`src/rtl/sound_effect_sequencer.sv`:
```
// ---------------------------------------------------------------------------
// sound_effect_sequencer
//
// Purpose: takes one-cycle sound-effect requests from game logic, arbitrates
// them by fixed priority (hit > shot > ufo) and plays the chosen effect as a
// four-note sequence.  Each note comes from a phase accumulator whose top bits
// address the downstream sine table.
//
// Ports:
//   clk       system clock
//   resetN    asynchronous active-low reset
//   shotReq   one-cycle pulse, requests the shot effect
//   hitReq    one-cycle pulse, requests the hit effect
//   ufoReq    one-cycle pulse, requests the UFO effect
//   sinAddr   registered sine table address (top COUNT_SIZE bits of phase)
//   soundEn   high while an effect plays
//   activeId  effect playing: 0 none, 1 shot, 2 hit, 3 ufo
//   noteIdx   index of the current note, 0..3
// ---------------------------------------------------------------------------
module sound_effect_sequencer #(
    parameter int COUNT_SIZE = 8,
    parameter int PHASE_W    = 24,
    parameter int TICK_DIV   = 50000,
    parameter int NOTE_TICKS = 60
) (
    input  logic                  clk,
    input  logic                  resetN,
    input  logic                  shotReq,
    input  logic                  hitReq,
    input  logic                  ufoReq,
    output logic [COUNT_SIZE-1:0] sinAddr,
    output logic                  soundEn,
    output logic [1:0]            activeId,
    output logic [1:0]            noteIdx
);

    localparam int PRE_W = (TICK_DIV > 1) ? $clog2(TICK_DIV) : 1;
    localparam int TCK_W = (NOTE_TICKS > 1) ? $clog2(NOTE_TICKS) : 1;

    localparam logic [1:0] ID_NONE = 2'd0;
    localparam logic [1:0] ID_SHOT = 2'd1;
    localparam logic [1:0] ID_HIT  = 2'd2;
    localparam logic [1:0] ID_UFO  = 2'd3;

    typedef enum logic {
        ST_IDLE = 1'b0,
        ST_PLAY = 1'b1
    } state_t;

    // Arbitration rank: larger wins.  Effect ids are not in priority order.
    function automatic logic [1:0] rank(input logic [1:0] id);
        logic [1:0] r;
        case (id)
            ID_HIT:  r = 2'd3;
            ID_SHOT: r = 2'd2;
            ID_UFO:  r = 2'd1;
            default: r = 2'd0;
        endcase
        return r;
    endfunction

    // Phase increment for a given effect and note.
    function automatic logic [PHASE_W-1:0] note_inc(input logic [1:0] id,
                                                    input logic [1:0] n);
        logic [PHASE_W-1:0] inc;
        case (id)
            ID_SHOT: begin
                case (n)
                    2'd0:    inc = PHASE_W'(10'd591);
                    2'd1:    inc = PHASE_W'(10'd443);
                    2'd2:    inc = PHASE_W'(10'd295);
                    default: inc = PHASE_W'(10'd148);
                endcase
            end
            ID_HIT: begin
                case (n)
                    2'd0:    inc = PHASE_W'(10'd74);
                    2'd1:    inc = PHASE_W'(10'd55);
                    2'd2:    inc = PHASE_W'(10'd37);
                    default: inc = PHASE_W'(10'd28);
                endcase
            end
            ID_UFO: begin
                case (n)
                    2'd0:    inc = PHASE_W'(10'd221);
                    2'd1:    inc = PHASE_W'(10'd295);
                    2'd2:    inc = PHASE_W'(10'd221);
                    default: inc = PHASE_W'(10'd295);
                endcase
            end
            default: inc = {PHASE_W{1'b0}};
        endcase
        return inc;
    endfunction

    state_t                 state_q, state_d;
    logic [3:1]             pend_q, pend_d;      // bit i = effect id i pending
    logic [1:0]             active_q, active_d;
    logic [1:0]             note_q, note_d;
    logic [PHASE_W-1:0]     phase_q, phase_d;
    logic [PRE_W-1:0]       presc_q, presc_d;
    logic [TCK_W-1:0]       tick_cnt_q, tick_cnt_d;
    logic [COUNT_SIZE-1:0]  sin_addr_q, sin_addr_d;
    logic                   sound_en_q, sound_en_d;

    logic [1:0]             sel_s;
    logic                   start_s;
    logic                   tick_s;
    logic                   note_end_s;
    logic [3:1]             clr_s;

    // Arbitration: pick the highest-priority pending effect and decide whether it starts.
    always_comb begin
        sel_s   = ID_NONE;
        start_s = 1'b0;
        if (pend_q[ID_HIT]) begin
            sel_s = ID_HIT;
        end else if (pend_q[ID_SHOT]) begin
            sel_s = ID_SHOT;
        end else if (pend_q[ID_UFO]) begin
            sel_s = ID_UFO;
        end else begin
            sel_s = ID_NONE;
        end
        // From IDLE anything pending starts; in PLAY only a strictly higher
        // rank preempts, so equal/lower requests wait for IDLE.
        if (sel_s == ID_NONE) begin
            start_s = 1'b0;
        end else if (state_q == ST_IDLE) begin
            start_s = 1'b1;
        end else begin
            start_s = (rank(sel_s) > rank(active_q));
        end
    end

    // Next-state, sequencing counters, pending latches and output staging.
    always_comb begin
        state_d    = state_q;
        active_d   = active_q;
        note_d     = note_q;
        phase_d    = phase_q;
        presc_d    = presc_q;
        tick_cnt_d = tick_cnt_q;

        tick_s     = (presc_q == PRE_W'(TICK_DIV - 1));
        note_end_s = tick_s && (tick_cnt_q == TCK_W'(NOTE_TICKS - 1));

        case (state_q)
            ST_IDLE: begin
                phase_d    = {PHASE_W{1'b0}};
                presc_d    = {PRE_W{1'b0}};
                tick_cnt_d = {TCK_W{1'b0}};
                note_d     = 2'd0;
                active_d   = ID_NONE;
                if (start_s) begin
                    state_d  = ST_PLAY;
                    active_d = sel_s;
                end else begin
                    state_d  = ST_IDLE;
                end
            end
            ST_PLAY: begin
                if (start_s) begin
                    // Preemption outranks everything, including the final tick.
                    state_d    = ST_PLAY;
                    active_d   = sel_s;
                    note_d     = 2'd0;
                    phase_d    = {PHASE_W{1'b0}};
                    presc_d    = {PRE_W{1'b0}};
                    tick_cnt_d = {TCK_W{1'b0}};
                end else begin
                    phase_d = phase_q + note_inc(active_q, note_q);
                    if (tick_s) begin
                        presc_d = {PRE_W{1'b0}};
                        if (note_end_s) begin
                            tick_cnt_d = {TCK_W{1'b0}};
                            if (note_q == 2'd3) begin
                                state_d  = ST_IDLE;
                                active_d = ID_NONE;
                                note_d   = 2'd0;
                                phase_d  = {PHASE_W{1'b0}};
                            end else begin
                                note_d   = note_q + 2'd1;
                            end
                        end else begin
                            tick_cnt_d = tick_cnt_q + TCK_W'(1'b1);
                        end
                    end else begin
                        presc_d = presc_q + PRE_W'(1'b1);
                    end
                end
            end
            default: begin
                state_d    = ST_IDLE;
                active_d   = ID_NONE;
                note_d     = 2'd0;
                phase_d    = {PHASE_W{1'b0}};
                presc_d    = {PRE_W{1'b0}};
                tick_cnt_d = {TCK_W{1'b0}};
            end
        endcase

        // A latch clears when its effect starts; a new pulse on the same edge wins.
        clr_s[ID_SHOT] = start_s && (sel_s == ID_SHOT);
        clr_s[ID_HIT]  = start_s && (sel_s == ID_HIT);
        clr_s[ID_UFO]  = start_s && (sel_s == ID_UFO);
        pend_d = (pend_q & ~clr_s) | {ufoReq, hitReq, shotReq};

        // Address follows the pre-edge phase; forced to 0 whenever we will be idle.
        if (state_d == ST_PLAY) begin
            sin_addr_d = phase_q[PHASE_W-1 -: COUNT_SIZE];
        end else begin
            sin_addr_d = {COUNT_SIZE{1'b0}};
        end
        sound_en_d = (state_d == ST_PLAY);
    end

    // State and datapath registers with asynchronous reset.
    always_ff @(posedge clk or negedge resetN) begin
        if (!resetN) begin
            state_q    <= ST_IDLE;
            pend_q     <= 3'b000;
            active_q   <= ID_NONE;
            note_q     <= 2'd0;
            phase_q    <= {PHASE_W{1'b0}};
            presc_q    <= {PRE_W{1'b0}};
            tick_cnt_q <= {TCK_W{1'b0}};
            sin_addr_q <= {COUNT_SIZE{1'b0}};
            sound_en_q <= 1'b0;
        end else begin
            state_q    <= state_d;
            pend_q     <= pend_d;
            active_q   <= active_d;
            note_q     <= note_d;
            phase_q    <= phase_d;
            presc_q    <= presc_d;
            tick_cnt_q <= tick_cnt_d;
            sin_addr_q <= sin_addr_d;
            sound_en_q <= sound_en_d;
        end
    end

    assign sinAddr  = sin_addr_q;
    assign soundEn  = sound_en_q;
    assign activeId = active_q;
    assign noteIdx  = note_q;

endmodule

```
`config.mk`:
```
export PLATFORM = sky130hd
export DESIGN_NAME = sound_effect_sequencer
export DESIGN_NICKNAME = d
export VERILOG_FILES = /design/src/rtl/sound_effect_sequencer.sv
export SDC_FILE = /design/constraint.sdc
export NUM_CORES = 1
export LEC_CHECK = 0
export CORE_ASPECT_RATIO = 0.7
export CORE_MARGIN = 1
export CORE_UTILIZATION = 40
export CTS_CLUSTER_DIAMETER = 120
export DETAILED_ROUTE_END_ITERATION = 12
export SLEW_MARGIN = 20
export SYNTH_ARGS = -nofsm -noshare
export SYNTH_HDL_FRONTEND = slang
export SYNTH_SLANG_ARGS = --single-unit
```
`constraint.sdc`:
```
create_clock -name clk -period 3.3 [get_ports clk]
set_input_delay 0.825 -clock clk [delete_from_list [all_inputs] [get_ports clk]]
set_output_delay 0.825 -clock clk [all_outputs]
set_load 0.01 [all_outputs]
```
; ---- After elaboration in Yosys (flattened, before gate mapping)
; Cells that the tools add are included.
[totals]
regBits = 62
inputBits = 5
out_inout_bits = 13
elab_cells = 87
[classes]
n_addsub = 4
n_lt_le_gt_ge = 1
eq_ne = 14
mux = 47
bitwise = 4
reduce_logical = 9
[ops]
columns = cell, n
row1 = 24-bit 2-to-1 mux, 6
row2 = 24-bit case mux with 3 select lines, 1
row3 = 24-bit case mux with 2 select lines, 1
row4 = 16-bit 2-to-1 mux, 2
row5 = 2-bit 2-to-1 mux, 16
row6 = 16-bit case mux with 2 select lines, 1
row7 = 10-bit case mux with 3 select lines, 1
row8 = 24-bit adder, 1
row9 = 7-bit case mux with 3 select lines, 1
row10 = 6-bit 2-to-1 mux, 3
row11 = 16-bit by 1-bit adder with 16-bit output (second input constant), 1
row12 = 16-bit equality test (second input constant), 1
row13 = 2-bit equality test (second input constant), 6
row14 = 2-bit case mux with 3 select lines, 2
row15 = 6-bit case mux with 2 select lines, 1
row16 = 9-bit 2-to-1 mux, 1
row17 = 3-bit by 1-bit != test with 1-bit output (second input constant), 3
row18 = 8-bit 2-to-1 mux, 1
row19 = 2-bit case mux with 2 select lines, 2
row20 = 1-bit 2-to-1 mux, 7
row21 = 6-bit by 1-bit adder with 6-bit output (second input constant), 1
row22 = 2-bit by 1-bit equality test with 1-bit output (second input constant), 3
row23 = 6-bit equality test (second input constant), 1
row24 = 1-bit logical AND, 4
row25 = other kinds (11), 12

; ---- Logic depth before layout (Yosys ltp)
; Gate-level depths: netlist of the first run.
[depth]
word_depth = 18
mapped_depth = 14
mapped_depth_nobuf = 14

; ---- Worst setup path before layout of the first run
; No wires, ideal clock.
[synth_path]
kind = register -> register
start = register active_q[0] (netlist: activeId[0])
end = register phase_q[18]
setup_time_ns = 0.079
t_arrival_ns = 2.817
t_required_ns = 3.221
path_slack_ns = 0.404
path_stages_with_launch = 13
n_path_buf = 0
synth_period_minus_slack_ns = 2.896
path_cell_list = dfrtp_1 -> inv_1 -> ha_1 -> o21ai_0 -> a21oi_1 -> a21oi_1 -> or2_2 -> fa_1 -> nor2b_1 -> o2111a_1 -> o21ai_0 -> a211oi_1 -> mux2i_1
[synth_via]
elab_chain_cells = 10
word_cells_on_any_way = 18
cone_classes = 1 x add/sub / 1 x order compare / 3 x eq/ne / 13 x mux
[synth_lines]
columns = item, line
row1 = start: declaration, 98  ; logic [1:0] active_q, active_d;
row2 = start signal: assignment, 233  ; active_q <= active_d;
row3 = 2-bit equality test / 2-bit by 1-bit equality test with 1-bit output (equally long branches), "53, 66"
row4 = 24-bit case mux with 3 select lines, 66  ; case (id)
row5 = 24-bit 2-to-1 mux, 163  ; if (start_s) begin
row6 = 24-bit 2-to-1 mux, 148  ; case (state_q)
row7 = 24-bit adder, 172  ; phase_d = phase_q + note_inc(active_q, note_q);
row8 = 24-bit 2-to-1 mux, 177  ; if (note_q == 2'd3) begin
row9 = 24-bit 2-to-1 mux, 175  ; if (note_end_s) begin
row10 = 24-bit 2-to-1 mux, 173  ; if (tick_s) begin
row11 = 24-bit 2-to-1 mux *, 163
row12 = 24-bit case mux with 2 select lines *, 148
row13 = named net phase_d[18], 100  ; logic [PHASE_W-1:0] phase_q, phase_d;
row14 = end signal: assignment, 225  ; phase_q <= {PHASE_W{1'b0}};
row15 = end signal: assignment, 235  ; phase_q <= phase_d;
row16 = end: declaration, 100
; Mark *: on every way through the listed nets, which the timed path passes. The rest lies on a longest branch. The select of a mux whose other input is x is not followed.
; A chain may end at the register's enable or synchronous reset.

; ---- Worst setup path after layout of the first run
[layout_path]
start = register note_q[0] (netlist: noteIdx[0])
end = register phase_q[12]
[layout_via]
elab_chain_cells = 12
word_cells_on_any_way = 17
cone_classes = 1 x add/sub / 3 x eq/ne / 11 x mux / 2 x reduce/logical
[layout_lines]
columns = item, line
row1 = start: declaration, 99  ; logic [1:0] note_q, note_d;
row2 = start signal: assignment, 234  ; note_q <= note_d;
row3 = 2-bit equality test / 2-bit zero test (equally long branches), "68, 76, 84"
row4 = 2-bit OR reduction (no source line), -
row5 = 9-bit 2-to-1 mux, 84  ; case (n)
row6 = 24-bit case mux with 3 select lines, 66
row7 = 24-bit 2-to-1 mux, 163
row8 = 24-bit 2-to-1 mux, 148
row9 = 24-bit adder, 172
row10 = 24-bit 2-to-1 mux, 177
row11 = 24-bit 2-to-1 mux, 175
row12 = 24-bit 2-to-1 mux *, 173
row13 = 24-bit 2-to-1 mux *, 163
row14 = 24-bit case mux with 2 select lines *, 148
row15 = named net phase_d[12], 100
; Marks and branches as above.

==> impl_metrics.ini, run 1 <==
[drt]
via_count = 2844
wl_mm = 7.69
vias_per_cell = 5.21
ant_nets = 0
first_pass_iters = 4
route.detailed.drc = 0
wl_per_cell_um = 14.1
drtIter0Drc = 134

[worst_setup_path]
cp_top_family = compound AO/OA/AOI/OAI gates
crit_required_ns = 3.56
critical_path_class = register to register
cpPeakStageDelay_ns = 0.43
cp_slowest_cell = dfrtp_1
critPathMaxFanout = 6
crit_buf_inv = 1
worst_ep_arrival_time_ns = 3.31
crit_path_start_kind = register
path_cells = inv_1, ha_1, o21ai_0, a21oi_1, a21oi_1, or2_2, fa_1, nor2b_2, o2111a_2, o21ai_0, a211oi_1, mux2i_1
cp-end-kind = register

[grt]
met3_usage_pct = 5.84
grt_pass1_wl_mm = 13.1
grt_max_degree = 35
antenna_found_initial = 0
grt_use_met1_pct = 26.5
globalRouteTotalUtil_pct = 18.1
grt.met2_usage_pct = 25.3
grt_pass1_vias = 2707
globalRoute.busiestLayer = met1
grt_overflow = 0

[timing]
fmax_ghz = 0.327
slew_headroom_pct = 45.7
hold_violations = 0
final.setup.tns_ns = 0
worst_slew_pin_slew_ns = 0.807
post-route-period-util_pct = 92.6
finalSetupViolCount = 0
fin_skew_ns = 0.00556
timing.final.max_slew_violations = 0
layout_min_cycle_time_ns = 3.05

[clock_tree]
cts_tree = done
cts_root_buf = clkbuf_16
clk_path_buf_depth = 2
h-tree-depth = 3
clk_latency_ns = 0.33
clkSlewWorstSetupHoldPaths_ns = 0.05
cts-hold-fix-buffers = 0
clkSinkCount = 62
cts_setup_buffers = 0
cts_buffers = 9

[synth]
synth_compound_area_share_pct = 13.3
yosysWarnings = 0
synth_fa_ha_area_share_pct = 9.73
yosysTopAreaCellShare_pct = 42.2
synthMuxAreaShare_pct = 3.81
synthesis.area_um2 = 3680
syn_area_per_cell_um2 = 9.27
synth_top_family_by_area = simple AND/OR/NAND/NOR gates
synth.net_count = 430
synth_ff_type = dfrtp_1
seq_area_frac_synth_pct = 42.2
synth_edf_count = 0
synth_top_cells_by_count = dfrtp_1 (62), nor2_1 (47), nand2_1 (41)
ys_ff_latch = 62
synth_most_common_cell = dfrtp_1
synth_area_leaders = dfrtp_1 (42%), ha_1 (9.2%), nor2_1 (4.8%), nand2_1 (4.2%), mux2i_1 (3.8%)
async_flop_share_pct = 100
syn-instance-count = 397
synth_xor_area_share_pct = 4.29
synth-simple-area-share_pct = 22.6
synth_cell_types = 50
synth_area_leader_cell = dfrtp_1

[hold_path]
hold_path.class = register to register

[layout]
fillers = 831
n_antenna_cell = 0
drive_gt1_share_pct = 8.69
finalNetCount = 455
synthToLayoutAreaGrowth_pct = 16.6
multi_input_area_um2 = 2000
fin_util_pct = 49.4
final-seq-area_um2 = 1550
design_area_um2 = 4290

[placement]
routabilityCongestion = 0.915
place_area_um2 = 3990
io_buffers = 17
dp_hpwl_mm = 5.39

[outcome]
status = complete, no violations

[die]
pin_count = 18
die-area_um2 = 9590
die_h_um = 82.2
fp-row-count = 28
initial_core_util_pct = 42.3
core_area_um2 = 8690
die_w_um = 117

[job]
max_cap_violations = 0

[power]
leakage_uw = 0.00189
p_per_area_nw_per_um2 = 792
ir_drop_v = 0.000474
[worst reg2reg max path, cell delays in order (launching register included)]
cell and delay [ns]:
dfrtp_1 0.43, inv_1 0.13, ha_1 0.24, o21ai_0 0.13, a21oi_1 0.16, a21oi_1 0.05
or2_2 0.31, fa_1 0.42, nor2b_2 0.17, o2111a_2 0.25, o21ai_0 0.16, a211oi_1 0.33
mux2i_1 0.21
[what timing repair did]
action                                  CTS  global route
endpoints found under the hold margin     0             0
resized for setup                         0            10
endpoints found under the setup margin    0            20
[report_power, final]
group	switching, uW	internal, uW
clock	335	543
sequential	43.5	848
combinational	1030	596
total	1410	1990
[worst paths after layout]
check / depth (start not counted) / slack (ns) / end / from
max reg2reg: 12 / 0.25 / phase_q[12]$_DFF_PN0_ / noteIdx[0]$_DFFE_PN0P_
min: 1 / 0.45 / presc_q[0]$_DFF_PN0_ / presc_q[0]$_DFF_PN0_
min reg2reg: 1 / 0.45 / presc_q[0]$_DFF_PN0_ / presc_q[0]$_DFF_PN0_
max: 12 / 0.25 / phase_q[12]$_DFF_PN0_ / noteIdx[0]$_DFFE_PN0P_
min in group asynchronous: 1 / 0.58 / activeId[0]$_DFFE_PN0P_ / resetN
max in group asynchronous: 2 / 2.09 / sinAddr[2]$_DFF_PN0_ / resetN
[metal layers]
layer / share of wire [%] / routed length, um
met2: 40 / 3090
met4: 1.1 / 81
met5: 0 / 0
met3: 6.1 / 466
met1: 53 / 4060
[registers in the layout, indices dropped and copies added (netlist names)]
signal and count:
activeId 2, noteIdx 2, pend_q 3, phase_q 24, presc_q 16, sinAddr 8
soundEn 1, tick_cnt_q 6
[through the flow]
stage / std cells / hold slack, ns / power [uW] / setup WS [ns]
3_5_place_dp: 531 / 0.447 / 2530 / 0.0928
2_1_floorplan: 397 / 0.424 / 2190 / 0.404
5_1_grt: 546 / 0.491 / 3710 / -0.000385
6_report: 546 / 0.450 / 3400 / 0.246
4_1_cts: 546 / 0.454 / 3420 / 0.0180
3_3_place_gp: 531 / 0.442 / 2490 / 0.175
[cell families after synthesis]
kind of cell	count (synthesis)
buf+inv	33
fa+ha+maj	28
mux	14
simple gates	166
xor+xnor	18
flops	62
compound gates	76
[placed cells by master (no fill, tap or decap), types with 11 or more instances in the layout]
cell type        netlist  layout
a21oi_1               27      27
clkdlybuf4s50_1        0      16
dfrtp_1               62      62
ha_1                  27      27
inv_1                 25      25
mux2i_1               14      14
nand2_1               41      41
nand2b_1              11      11
nand3_1               14      14
nor2_1                47      47
[final cells by class]
| type | instances | share of cell area (%) |
|---|---|---|
| flip-flops and latches | 62 | 36.2 |
| clock buffers | 12 | 5.98 |
| inverters | 25 | 2.19 |
| multi-input cells | 302 | 46.7 |
| well taps | 120 | 3.50 |
| clock inverters | 3 | 0.467 |
| repair buffers | 22 | 5.02 |
(Power assumes the default switching activity.)
==> run 2: changes to the inputs <==
--- a/config.mk
+++ b/config.mk
@@ -10,6 +10,7 @@
 export CORE_UTILIZATION = 40
 export CTS_CLUSTER_DIAMETER = 120
 export DETAILED_ROUTE_END_ITERATION = 12
+export SETUP_SLACK_MARGIN = 0.2
 export SLEW_MARGIN = 20
 export SYNTH_ARGS = -nofsm -noshare
 export SYNTH_HDL_FRONTEND = slang
==> run 2 against run 1 <==
  * Sequential share of layout area fell by 0.47 points
  * Design area is 1.6% higher
  * Utilization grew 0.78 points
  * Total power is 1.6% higher
  * Highest routed layer unchanged
==> impl_metrics.ini, run 2 (synthesis gave the netlist of run 1 again) <==
[worst_setup_path]
critical_path_class = register to register
cp_slowest_cell = dfrtp_2
crit_path_start_kind = register
crit_buf_inv = 3
cp_top_family = compound AO/OA/AOI/OAI gates
crit_start = noteIdx[1]$_DFFE_PN0P_
cpPeakStageDelay_ns = 0.43
crit_cells = 14
r2r-start = noteIdx[1]$_DFFE_PN0P_
cpMostUsedCell = a21oi_1
cp-end-kind = register
worst_ep_arrival_time_ns = 3.11
endpoint = phase_q[13]$_DFF_PN0_
critPathMaxFanout = 7
path_cells = inv_2, ha_2, o21ai_0, a21oi_1, a21oi_1, or2_2, inv_1, ha_1, a211oi_2, o21bai_2, o211ai_1, buf_4, nand3_1, nor3b_2
r2r_slack_ns = 0.37
r2r_end = phase_q[13]$_DFF_PN0_
crit_required_ns = 3.48
rr_worst_depth = 14

[power]
ir_drop_v = 0.000500
p_per_area_nw_per_um2 = 792
total_power_uw = 3450
leakage_uw = 0.00189

[grt]
grt_pass1_vias = 2718
grt_overflow = 0
grt_pass1_wl_mm = 13.2
globalRouteTotalUtil_pct = 18.1
antenna_found_initial = 0
grt_max_degree = 35

[clock_tree]
cts-hold-fix-buffers = 0
clk_path_buf_depth = 2
clkSlewWorstSetupHoldPaths_ns = 0.05
h-tree-depth = 3
clk_latency_ns = 0.33
cts_buffers = 9
cts_root_buf = clkbuf_16
cts_tree = done
clkSinkCount = 62

[placement]
dp_hpwl_mm = 5.39
place_ws_ns = 0.0928
io_buffers = 17
routabilityCongestion = 0.915

[die]
pin_count = 18
die-area_um2 = 9590
initial_core_util_pct = 42.3
die_w_um = 117
core_area_um2 = 8690
fp-row-count = 28
die_h_um = 82.2

[timing]
post-route-period-util_pct = 88.6
worst_slew_pin_slew_ns = 0.805
finalSetupViolCount = 0
rsz0062_at_grt = no
fin_skew_ns = 0.00713
timing.final.max_slew_violations = 0
slew_headroom_pct = 45.8
hold_violations = 0
whs_ns = 0.448
layout_setup_ws_ns = 0.375
layout_min_cycle_time_ns = 2.93
fmax_ghz = 0.342
final.setup.tns_ns = 0

[drt]
drtIter0Drc = 159
via_count = 2837
route.detailed.drc = 0
first_pass_iters = 4
wl_mm = 7.76
vias_per_cell = 5.18
ant_nets = 0
wl_per_cell_um = 14.2

[layout]
finalNetCount = 457
layout_common_cells = dfrtp_1 (59), nor2_1 (47), nand2_1 (41)
n_antenna_cell = 0
regMostFlops = phase_q
synthToLayoutAreaGrowth_pct = 18.5
largest_reg_flops = 24
layout_commonest_cell = dfrtp_1
drive_gt1_share_pct = 12.6

[job]
max_cap_violations = 0

[hold_path]
hold_path.class = register to register

[outcome]
status = complete, no violations
## run 2: cell count changes in the layout (fill, tap and decap cells not counted), moves of 2 or more
cell	previous run	this run
buf_4	4	6
dfrtp_1	62	59
dfrtp_2	0	3
ha_1	27	22
ha_2	0	3
ha_4	0	2
inv_1	25	22
inv_2	0	3
o21ai_0	10	8
o21ai_1	4	6
## run 2: through the flow
| step | utilization (%) | instances | instance area (um2) |
|---|---|---|---|
| after floorplan | - | 397 | 3680 |
| after global placement | 45.9 | 531 | 3990 |
| after detailed placement | 45.9 | 531 | 3990 |
| after CTS | 49.2 | 546 | 4280 |
| after global routing | 50.2 | 548 | 4360 |
| final | 50.2 | 548 | 4360 |
## run 2: repair_timing
item                                    CTS  global route
endpoints found under the hold margin     0             0
endpoints found under the setup margin    8            40
setup buffers                             0             2
resized for setup                         5            25
pin swaps                                 0             5
## run 2: metal layers
layer / up-vias / wire length, um / track usage, %
met3: 8 / 332 / 5.47
met1: 1350 / 4200 / 26.6
met2: 51 / 3160 / 25.4
met4: 0 / 60 / 5.32
li1: 1428 / - / -
met5: - / 0 / 0
## run 2: worst min path at each step
stage                     depth (start not counted)              endpoint                 start
final                                             1  presc_q[0]$_DFF_PN0_  presc_q[0]$_DFF_PN0_
after detailed placement                          1  presc_q[0]$_DFF_PN0_  presc_q[0]$_DFF_PN0_
after CTS                                         1  presc_q[0]$_DFF_PN0_  presc_q[0]$_DFF_PN0_
after global routing                              1  presc_q[0]$_DFF_PN0_  presc_q[0]$_DFF_PN0_
after floorplan                                   1  presc_q[0]$_DFF_PN0_  presc_q[0]$_DFF_PN0_
after global placement                            1  presc_q[0]$_DFF_PN0_  presc_q[0]$_DFF_PN0_
## run 2: report_power, final
part	internal [uW]	total, uW	leakage (uW)	switching, uW
combinational	619	1680	0.000930	1060
sequential	849	896	0.000831	46.7
clock	543	875	0.000131	332
total	2010	3450	0.00189	1440
## run 2: layout make-up
type	count	area, um2
fill	828	4330
tap	120	150
clock buffer	12	256
inverter	25	93.8
clock inverter	3	20.0
sequential	62	1560
timing repair buffer	24	230
multi-input combinational	302	2050
## run 2: worst register-to-register path, stage by stage (launching register included)
cell and delay (ns):
dfrtp_2 0.43, inv_2 0.10, ha_2 0.20, o21ai_0 0.10, a21oi_1 0.15, a21oi_1 0.05, or2_2 0.31, inv_1 0.07
ha_1 0.24, a211oi_2 0.30, o21bai_2 0.14, o211ai_1 0.25, buf_4 0.20, nand3_1 0.08, nor3b_2 0.17
==> run 3: changes to the inputs <==
--- a/config.mk
+++ b/config.mk
@@ -5,12 +5,14 @@
 export SDC_FILE = /design/constraint.sdc
 export NUM_CORES = 1
 export LEC_CHECK = 0
+export ABC_CLOCK_PERIOD_IN_PS = 3300
 export CORE_ASPECT_RATIO = 0.7
 export CORE_MARGIN = 1
 export CORE_UTILIZATION = 40
 export CTS_CLUSTER_DIAMETER = 120
 export DETAILED_ROUTE_END_ITERATION = 12
 export SETUP_SLACK_MARGIN = 0.2
+export SKIP_CTS_REPAIR_TIMING = 1
 export SLEW_MARGIN = 20
 export SYNTH_ARGS = -nofsm -noshare
 export SYNTH_HDL_FRONTEND = slang
==> run 3 against run 2 <==
  * Critical endpoint is now phase_q[18]$_DFF_PN0_
  * Sequential share of layout area about the same
  * Count of clock-buffer cells in the layout unchanged
  * Combinational power about the same
  * Critical path depth decreased by 4
  * Sequential power about the same
  * Non-clock buffer count unchanged
  * Global-route usage unchanged
==> impl_metrics.ini, run 3 (synthesis gave the netlist of run 1 again) <==
[timing]
final.setup.tns_ns = 0
fin_skew_ns = 0.00694
timing.final.max_slew_violations = 0
hold_violations = 0
fmax_ghz = 0.342
finalSetupViolCount = 0
slew_headroom_pct = 45.3
whs_ns = 0.448
layout_setup_ws_ns = 0.375
rsz0062_at_grt = no
worst_slew_pin_slew_ns = 0.813
post-route-period-util_pct = 88.6
layout_min_cycle_time_ns = 2.93

[die]
die_w_um = 117
core_area_um2 = 8690
initial_core_util_pct = 42.3
pin_count = 18
fp-row-count = 28
die-area_um2 = 9590
die_h_um = 82.2

[layout]
synthToLayoutAreaGrowth_pct = 18.4
instances_no_fill = 548
multi_input_area_um2 = 2050
layout_commonest_cell = dfrtp_1
fillers = 827
regMostFlops = phase_q
layout_common_cells = dfrtp_1 (59), nor2_1 (47), nand2_1 (41)
largest_reg_flops = 24
final-seq-area_um2 = 1560
n_antenna_cell = 0
drive_gt1_share_pct = 12.4
finalNetCount = 457

[drt]
via_count = 2834
ant_nets = 0
wl_per_cell_um = 14.1
vias_per_cell = 5.17
first_pass_iters = 4
wl_mm = 7.73
route.detailed.drc = 0
drtIter0Drc = 126

[worst_setup_path]
crit_start = activeId[1]$_DFFE_PN0P_
crit_required_ns = 3.55
crit_path_start_kind = register
critPathMaxFanout = 8
critical_path_class = register to register
r2r-start = activeId[1]$_DFFE_PN0P_
worst_ep_arrival_time_ns = 3.17
r2r_slack_ns = 0.37
cp-end-kind = register

[grt]
grt_overflow = 0
grt_max_degree = 35
antenna_found_initial = 0
grt_pass1_vias = 2707
globalRouteTotalUtil_pct = 18.1
grt_pass1_wl_mm = 13.1

[placement]
place_ws_ns = 0.0928
io_buffers = 17
routabilityCongestion = 0.915
dp_hpwl_mm = 5.39
dp_cells = 531

[job]
max_cap_violations = 0

[outcome]
status = complete, no violations

[clock_tree]
h-tree-depth = 3
clk_latency_ns = 0.33
clk_path_buf_depth = 2
clkSlewWorstSetupHoldPaths_ns = 0.05
cts_tree = done
cts_buffers = 9
clkSinkCount = 62
cts_root_buf = clkbuf_16

[power]
p_per_area_nw_per_um2 = 790
total_power_uw = 3440
leakage_uw = 0.00189
ir_drop_v = 0.000492

[hold_path]
worstHoldStart = presc_q[0]$_DFF_PN0_
hold_path.class = register to register
-- run 3: cell type report --
cell class	count	area share [%]
Sequential cell	62	35.7
Inverter	25	2.15
Clock inverter	3	0.460
Timing Repair Buffer	24	5.29
Multi-Input combinational cell	302	47.1
Clock buffer	12	5.89
Tap cell	120	3.45
-- run 3: worst paths after layout --
check / end / cells past startpoint
max reg2reg: phase_q[18]$_DFF_PN0_ / 10
min: presc_q[0]$_DFF_PN0_ / 1
max: phase_q[18]$_DFF_PN0_ / 10
min in group asynchronous: activeId[1]$_DFFE_PN0P_ / 1
min reg2reg: presc_q[0]$_DFF_PN0_ / 1
max in group asynchronous: noteIdx[0]$_DFFE_PN0P_ / 2
-- run 3: report_power, final --
part	total, uW	internal, uW	switching (uW)
Combinational	1670	619	1050
Clock	873	543	330
Sequential	896	849	46.4
-- run 3: metrics by stage --
| stage | util, % | instance area (um2) |
|---|---|---|
| 6_report | 50.1 | 4360 |
| 5_1_grt | 50.1 | 4360 |
| 4_1_cts | 49.1 | 4260 |
| 3_5_place_dp | 45.9 | 3990 |
| 3_3_place_gp | 45.9 | 3990 |
| 2_1_floorplan | - | 3680 |
-- run 3: worst max-delay path, cell delays in order, from the launching register on --
cell      delay [ns]
dfrtp_1         0.40
inv_1           0.14
ha_1            0.34
inv_1           0.14
and3_1          0.20
ha_1            0.37
nand2_1         0.16
or2_2           0.30
o22a_1          0.28
a211oi_2        0.29
mux2i_1         0.22
-- run 3: routing by layer --
layer	track usage [%]	wire, um
met5	0	0
met4	5.32	57
met3	5.84	353
met2	25.3	3150
met1	26.5	4170
